===== config.mk =====
export PLATFORM = sky130hd
export DESIGN_NAME = aes_nibble_host
export DESIGN_NICKNAME = d
export VERILOG_FILES = /design/src/rtl/aes_nibble_host.sv
export SDC_FILE = /design/constraint.sdc
export NUM_CORES = 1
export LEC_CHECK = 0
export CORE_MARGIN = 10
export CORE_UTILIZATION = 40
export DETAILED_ROUTE_END_ITERATION = 10
export PLACE_DENSITY_LB_ADDON = 0.05
export SKIP_LAST_GASP = 1
export SLEW_MARGIN = 30
export SYNTH_ARGS = -nofsm -noshare
export SYNTH_HDL_FRONTEND = slang
export SYNTH_SLANG_ARGS = --single-unit

===== constraint.sdc =====
create_clock -name clk -period 2.5 [get_ports clk]
set_clock_uncertainty 0.15 [all_clocks]
set_input_delay 0.25 -clock clk [delete_from_list [all_inputs] [get_ports clk]]
set_output_delay 0.25 -clock clk [all_outputs]
set_load 0.05 [all_outputs]

===== src/rtl/aes_nibble_host.sv =====
// aes_nibble_host: host-side link controller for the nibble-serial AES core.
//
// It latches a 128-bit plaintext and key on an accepted start and pulses en.
// It then streams both operands out MSB nibble first over 32 cycles and waits
// for done. The 16 result bytes (MSB byte first) are reassembled into a
// 128-bit ciphertext.
//
// Ports:
//   clk        rising-edge clock
//   rst        synchronous active-high reset (silent abort, no err)
//   start      transaction request, sampled only while idle
//   text_in    plaintext, latched on accepted start
//   key_in     key, latched on accepted start
//   test_mode  latched on accepted start, driven on test for the transaction
//   busy       high whenever a transaction is in flight
//   ct_out     last completed ciphertext, held until the next completion
//   ct_valid   one-cycle pulse when ct_out is updated
//   err        one-cycle pulse on WAIT timeout or done dropping during RECV
//   en         to core: one-cycle start pulse
//   test       to core: test-mode select
//   block      to core: plaintext nibble
//   key        to core: key nibble
//   done       from core: result byte valid
//   result     from core: ciphertext byte
//
// Every output is a register loaded with the value belonging to the next
// state. A value therefore appears in exactly the cycle the FSM sits in the
// matching state, and no combinational path runs from done/result to an output.

module aes_nibble_host #(
    parameter int TIMEOUT_CYCLES = 1023
) (
    input  logic         clk,
    input  logic         rst,
    input  logic         start,
    input  logic [127:0] text_in,
    input  logic [127:0] key_in,
    input  logic         test_mode,
    output logic         busy,
    output logic [127:0] ct_out,
    output logic         ct_valid,
    output logic         err,
    output logic         en,
    output logic         test,
    output logic [3:0]   block,
    output logic [3:0]   key,
    input  logic         done,
    input  logic [7:0]   result
);

    localparam int TW = $clog2(TIMEOUT_CYCLES + 1);
    // Cycle in WAIT where the counter holds TIMEOUT_CYCLES: err is already
    // visible and the FSM leaves WAIT.
    localparam logic [TW-1:0] TMO_LAST = TW'(TIMEOUT_CYCLES);
    // Last cycle in which done can still be accepted. Without done here, err is armed.
    localparam logic [TW-1:0] TMO_ARM  = TW'(TIMEOUT_CYCLES - 1);

    typedef enum logic [2:0] {
        S_IDLE,
        S_PULSE,
        S_SEND,
        S_WAIT,
        S_RECV,
        S_DONE
    } state_t;

    state_t         state, state_d;
    logic [127:0]   text_q, text_d;     // plaintext, shifted left one nibble per send
    logic [127:0]   key_q, key_d;       // key, shifted alongside the plaintext
    logic           mode_q, mode_d;
    logic [4:0]     nib_cnt, nib_d;     // index of the nibble currently on block/key
    logic [3:0]     byte_cnt, byte_d;   // index of the next byte expected in RECV
    logic [TW-1:0]  tmo_cnt, tmo_d;
    logic [127:0]   ct_sr, sr_d;        // ciphertext assembly register

    logic           busy_d, ct_valid_d, err_d, en_d, test_d;
    logic [3:0]     block_d, key_out_d;
    logic [127:0]   ct_out_d;

    always_comb begin
        // NOTE: every signal written here gets a default first, so no path leaves
        // one unassigned and no latch is inferred.
        state_d    = state;
        text_d     = text_q;
        key_d      = key_q;
        mode_d     = mode_q;
        nib_d      = nib_cnt;
        byte_d     = byte_cnt;
        tmo_d      = tmo_cnt;
        sr_d       = ct_sr;
        ct_out_d   = ct_out;
        en_d       = 1'b0;
        block_d    = 4'h0;
        key_out_d  = 4'h0;
        err_d      = 1'b0;
        ct_valid_d = 1'b0;

        case (state)
            S_IDLE: begin
                if (start) begin
                    state_d = S_PULSE;
                    text_d  = text_in;
                    key_d   = key_in;
                    mode_d  = test_mode;
                    en_d    = 1'b1;
                end
            end

            S_PULSE: begin
                // Put nibble 31 on the link for the first SEND cycle.
                state_d   = S_SEND;
                block_d   = text_q[127:124];
                key_out_d = key_q[127:124];
                text_d    = {text_q[123:0], 4'h0};
                key_d     = {key_q[123:0], 4'h0};
                nib_d     = 5'd31;
            end

            S_SEND: begin
                if (nib_cnt == 5'd0) begin
                    state_d = S_WAIT;
                    tmo_d   = '0;
                end else begin
                    block_d   = text_q[127:124];
                    key_out_d = key_q[127:124];
                    text_d    = {text_q[123:0], 4'h0};
                    key_d     = {key_q[123:0], 4'h0};
                    nib_d     = nib_cnt - 5'd1;
                end
            end

            S_WAIT: begin
                if (tmo_cnt == TMO_LAST) begin
                    state_d = S_IDLE;
                end else if (done) begin
                    // First byte is byte 15. After 16 left shifts it sits at 127:120.
                    sr_d    = {ct_sr[119:0], result};
                    byte_d  = 4'd14;
                    state_d = S_RECV;
                end else begin
                    tmo_d = tmo_cnt + 1'b1;
                    err_d = (tmo_cnt == TMO_ARM);
                end
            end

            S_RECV: begin
                if (done) begin
                    sr_d = {ct_sr[119:0], result};
                    if (byte_cnt == 4'd0) begin
                        state_d    = S_DONE;
                        ct_out_d   = {ct_sr[119:0], result};
                        ct_valid_d = 1'b1;
                    end else begin
                        byte_d = byte_cnt - 4'd1;
                    end
                end else begin
                    // A gap in the byte stream is a protocol error, so the
                    // partial ciphertext is discarded.
                    err_d   = 1'b1;
                    sr_d    = '0;
                    state_d = S_IDLE;
                end
            end

            S_DONE: begin
                state_d = S_IDLE;
            end

            default: begin
                state_d = S_IDLE;
            end
        endcase

        busy_d = (state_d != S_IDLE);
        test_d = busy_d & mode_d;
    end

    always_ff @(posedge clk) begin
        // NOTE: sequential state uses non-blocking assignments only, so every
        // register samples pre-edge values regardless of statement order.
        if (rst) begin
            state    <= S_IDLE;
            text_q   <= '0;
            key_q    <= '0;
            mode_q   <= 1'b0;
            nib_cnt  <= '0;
            byte_cnt <= '0;
            tmo_cnt  <= '0;
            ct_sr    <= '0;
            ct_out   <= '0;
            busy     <= 1'b0;
            ct_valid <= 1'b0;
            err      <= 1'b0;
            en       <= 1'b0;
            test     <= 1'b0;
            block    <= 4'h0;
            key      <= 4'h0;
        end else begin
            state    <= state_d;
            text_q   <= text_d;
            key_q    <= key_d;
            mode_q   <= mode_d;
            nib_cnt  <= nib_d;
            byte_cnt <= byte_d;
            tmo_cnt  <= tmo_d;
            ct_sr    <= sr_d;
            ct_out   <= ct_out_d;
            busy     <= busy_d;
            ct_valid <= ct_valid_d;
            err      <= err_d;
            en       <= en_d;
            test     <= test_d;
            block    <= block_d;
            key      <= key_out_d;
        end
    end

endmodule


==> flow_summary.toml <==
[run_status]
status = "complete, no violations"

[placement]
hpwlAfterDp_um = 48400
numPortBuffers = 409
place_congestion = 0.794
placed_area_sq_um = 27900
numPlacedInstances = 3586

[critical_path]
cp.arrival_ns = 2.70
path_delay_family = "compound AO/OA/AOI/OAI gates"
worstSetupPathType = "flip-flop to flip-flop"
cp-start-kind = "flip-flop"
cpPeakStageDelay_ns = 0.71
r2r-start = "nib_cnt[0]"
path_cells = "inv_1, ha_1, nor4b_4, o22a_4, buf_12, a2111oi_0, nor3_1"
critPathBufInv = 2
regToRegEndpoint = "text_q[8]"
crit_slowest_cell = "a2111oi_0"
r2r_cells = 7
crit_fanout = 46
required_ns = 2.81
reg2reg_setup_slack_ns = 0.11
crit_path_end_kind = "flip-flop"

[synth]
yosys_register_bits = 540
synth_edf_count = 0
synth_adder_area_share = 0.00270
ys_warn_count = 0
synth_compound_area_frac = 0.196
synthSimpleGateAreaFrac = 0.219
yosys.area.top_type = "dfxtp_1"
synthTopCellsByArea = "dfxtp_1 47%, a2111oi_0 9.4%, a21oi_1 8.5%"
synthXorXnorAreaFrac = 0.000756
synthArstFlopShare = 0
synth_top_family_by_area = "simple AND/OR/NAND/NOR gates"
synth_most_common_cell = "dfxtp_1"
synth.mux.area_fraction = 0.0527
synth_top_area_share = 0.466
syn_inst = 2641
synth_common_cells = "540 x dfxtp_1, 400 x nand2_1, 395 x a21oi_1"
synthFlopType = "dfxtp_1"
avgSynthCellArea_sq_um = 8.77
ys_seq_area_frac = 0.466
syn_nets = 2915
yosysUniqueCellTypes = 52
netlist_area_sq_um = 23200

[clocking]
root_buffer = "clkbuf_16"
cts.sinks = 540
clk_pin_slew_worst_paths_ns = 0.06
cts_tree = "built"
clk_latency_ns = 0.61
cts-htree-levels = 2
clockBufferDepth = 3
cts_buffers = 59

[floorplanning]
row_count = 88
core-area_sq_um = 57600
die_w_um = 261
num_io_pins = 410
dieArea_sq_um = 68000
dieHeight_um = 261
start_util = 0.402

[finish]
final_core_util = 0.522
final_nets = 3159
n_fill_cell = 5336
syn2layout_area_growth_pct = 29.6
stdcell_area_sq_um = 30000
instances_no_fill = 3704
drive_gt1_frac = 0.0712

[timing]
rsz0062_at_grt = "no"
slew_viol_final = 0
whs_ns = 0.0820
relSlewSlack = 0.464
tns_ns = 0
setup_viol = 0
max_freq_ghz = 0.418
period_share = 0.956
hold_viol = 0
fin_crit_ns = 2.39
worst_pin_slew_ns = 0.804

[route]
drtAntennaViolNets = 0
vias = 20776
drt_pass1_iterations = 5
wire_per_inst_um = 20.2
drt_iter0_markers = 1593
wl_um = 74700
drc = 0
via_per_inst = 5.61

[grt]
grt_max_degree = 130
track_usage = 0.210
grt_pass1_wl_um = 117000
grt_antenna_before_repair = 4
grt_pass1_vias = 20325
overflow = 0

[hold_path]
min_to = "ct_out[4]"
whs_path_depth = 3
hp-start = "result[4]"
hp-class = "input pin to flip-flop"

[flow_run]
max-cap-violations = 0

[power]
ir_drop_mv = 0.596
p_leak_nw = 9.69
p_per_area_nw_per_um2 = 824
==> what timing repair did <==
item | 4_1_cts | 5_1_grt
setup endpoints to repair | 0 | 28
hold endpoints to repair | 41 | 0
setup buffers | 0 | 2
hold buffers | 1 | 0
gates resized for setup | 0 | 1
==> per-stage QoR <==
stage | power [mW] | setup WS, ns
finish | 24.7 | 0.109
global route | 26.0 | 0.00708
CTS | 24.9 | 0.127
detailed placement | 15.7 | 0.0985
global placement | 15.6 | 0.108
floorplan | 14.0 | 0.371
==> how the worst max path moves through the flow <==
stage	start	endpoint	slack, ns	cells past startpoint
after global placement	start	text_q[8]	0.11	6
after CTS	tmo_cnt[0]	ct_sr[116]	0.13	7
after detailed placement	start	text_q[101]	0.1	6
final	nib_cnt[0]	text_q[8]	0.11	7
after floorplan	byte_cnt[0]	ct_out[41]	0.37	9
after global routing	tmo_cnt[0]	ct_sr[76]	0.007	7
==> cells in the final DEF, fill, tap and decap left out, types with 3 or more instances in the layout <==
master           netlist  routed
clkbuf_8               0      22
clkinvlp_4             0       3
and3_1                 8       8
bufinv_16              0       4
a21oi_1              395     394
nor3_1               252     252
nand4_1               11      11
a2111o_1               8       8
a31oi_1                6       6
clkbuf_1             180      10
o2111ai_1              7       7
clkinv_2               0       8
buf_12                 0      35
dfxtp_1              540     538
nand2_1              400     400
mux2i_1              121     121
ha_1                   5       5
nor2_1                12      11
clkdlybuf4s50_1        0     408
nor3b_1              249     249
clkbuf_16              0      60
o21ai_0               11      11
a2111oi_0            248     248
inv_1                 10      10
diode_2                0       4
and4_1                 3       3
nor4_1                 3       3
nand3_1                9       9
buf_4                 11      44
==> worst reg2reg max path, delay by kind of cell (launching register included) <==
family                   cells  cell delay, ns
buffers and inverters        2            0.28
flip-flops                   1            0.36
adder cells (fa/ha/maj)      1            0.22
AO/OA/AOI/OAI                2            1.01
AND/OR/NAND/NOR              2            0.23
==> routing by layer <==
metal / up-vias / GRT usage / share of wire
met2: 493 / 0.346 / 0.48
met5: - / 0 / 0.000094
met3: 76 / 0.0544 / 0.067
met1: 9988 / 0.272 / 0.44
li1: 10217 / - / -
met4: 2 / 0.0428 / 0.014
==> cell type report <==
type                       count  area [sq um]  area share
antenna                        4          10.0    0.000333
clock buffer                  92          1840      0.0613
clock inverter                19           229     0.00762
inverter                      11          48.8     0.00162
multi-input combinational   1784         11000       0.366
sequential                   540         10800       0.360
tap                          765           957      0.0319
timing repair buffer         489          5140       0.171
==> report_power, final <==
group          switching (mW)  internal, mW  total [mW]  leakage, nW
logic                    3.01          2.50        5.51         4.26
clock network            3.67          5.47        9.14         1.02
registers               0.489          9.61        10.1         4.42
total                    7.17          17.6        24.7         9.69
==> state kept, by name, summed over array words and instances (netlist names) <==
register  count
ct_sr       120
key           4
ct_valid      1
test          1
state         3
ct_out      128
text_q      128
tmo_cnt      10
en            1
err           1
byte_cnt      4
mode_q        1
key_q       128
busy          1
block         4
nib_cnt       5
==> cells by family (layout without fill, tap and decap cells) <==
group,after synthesis,count (layout)
compound gates,687,687
xor+xnor,2,2
fa+ha+maj,5,5
buf+inv,317,611
flops,540,540
mux,122,122
other cells,0,4
simple gates,968,968
No activity file was read; power rests on OpenSTA's default activity.
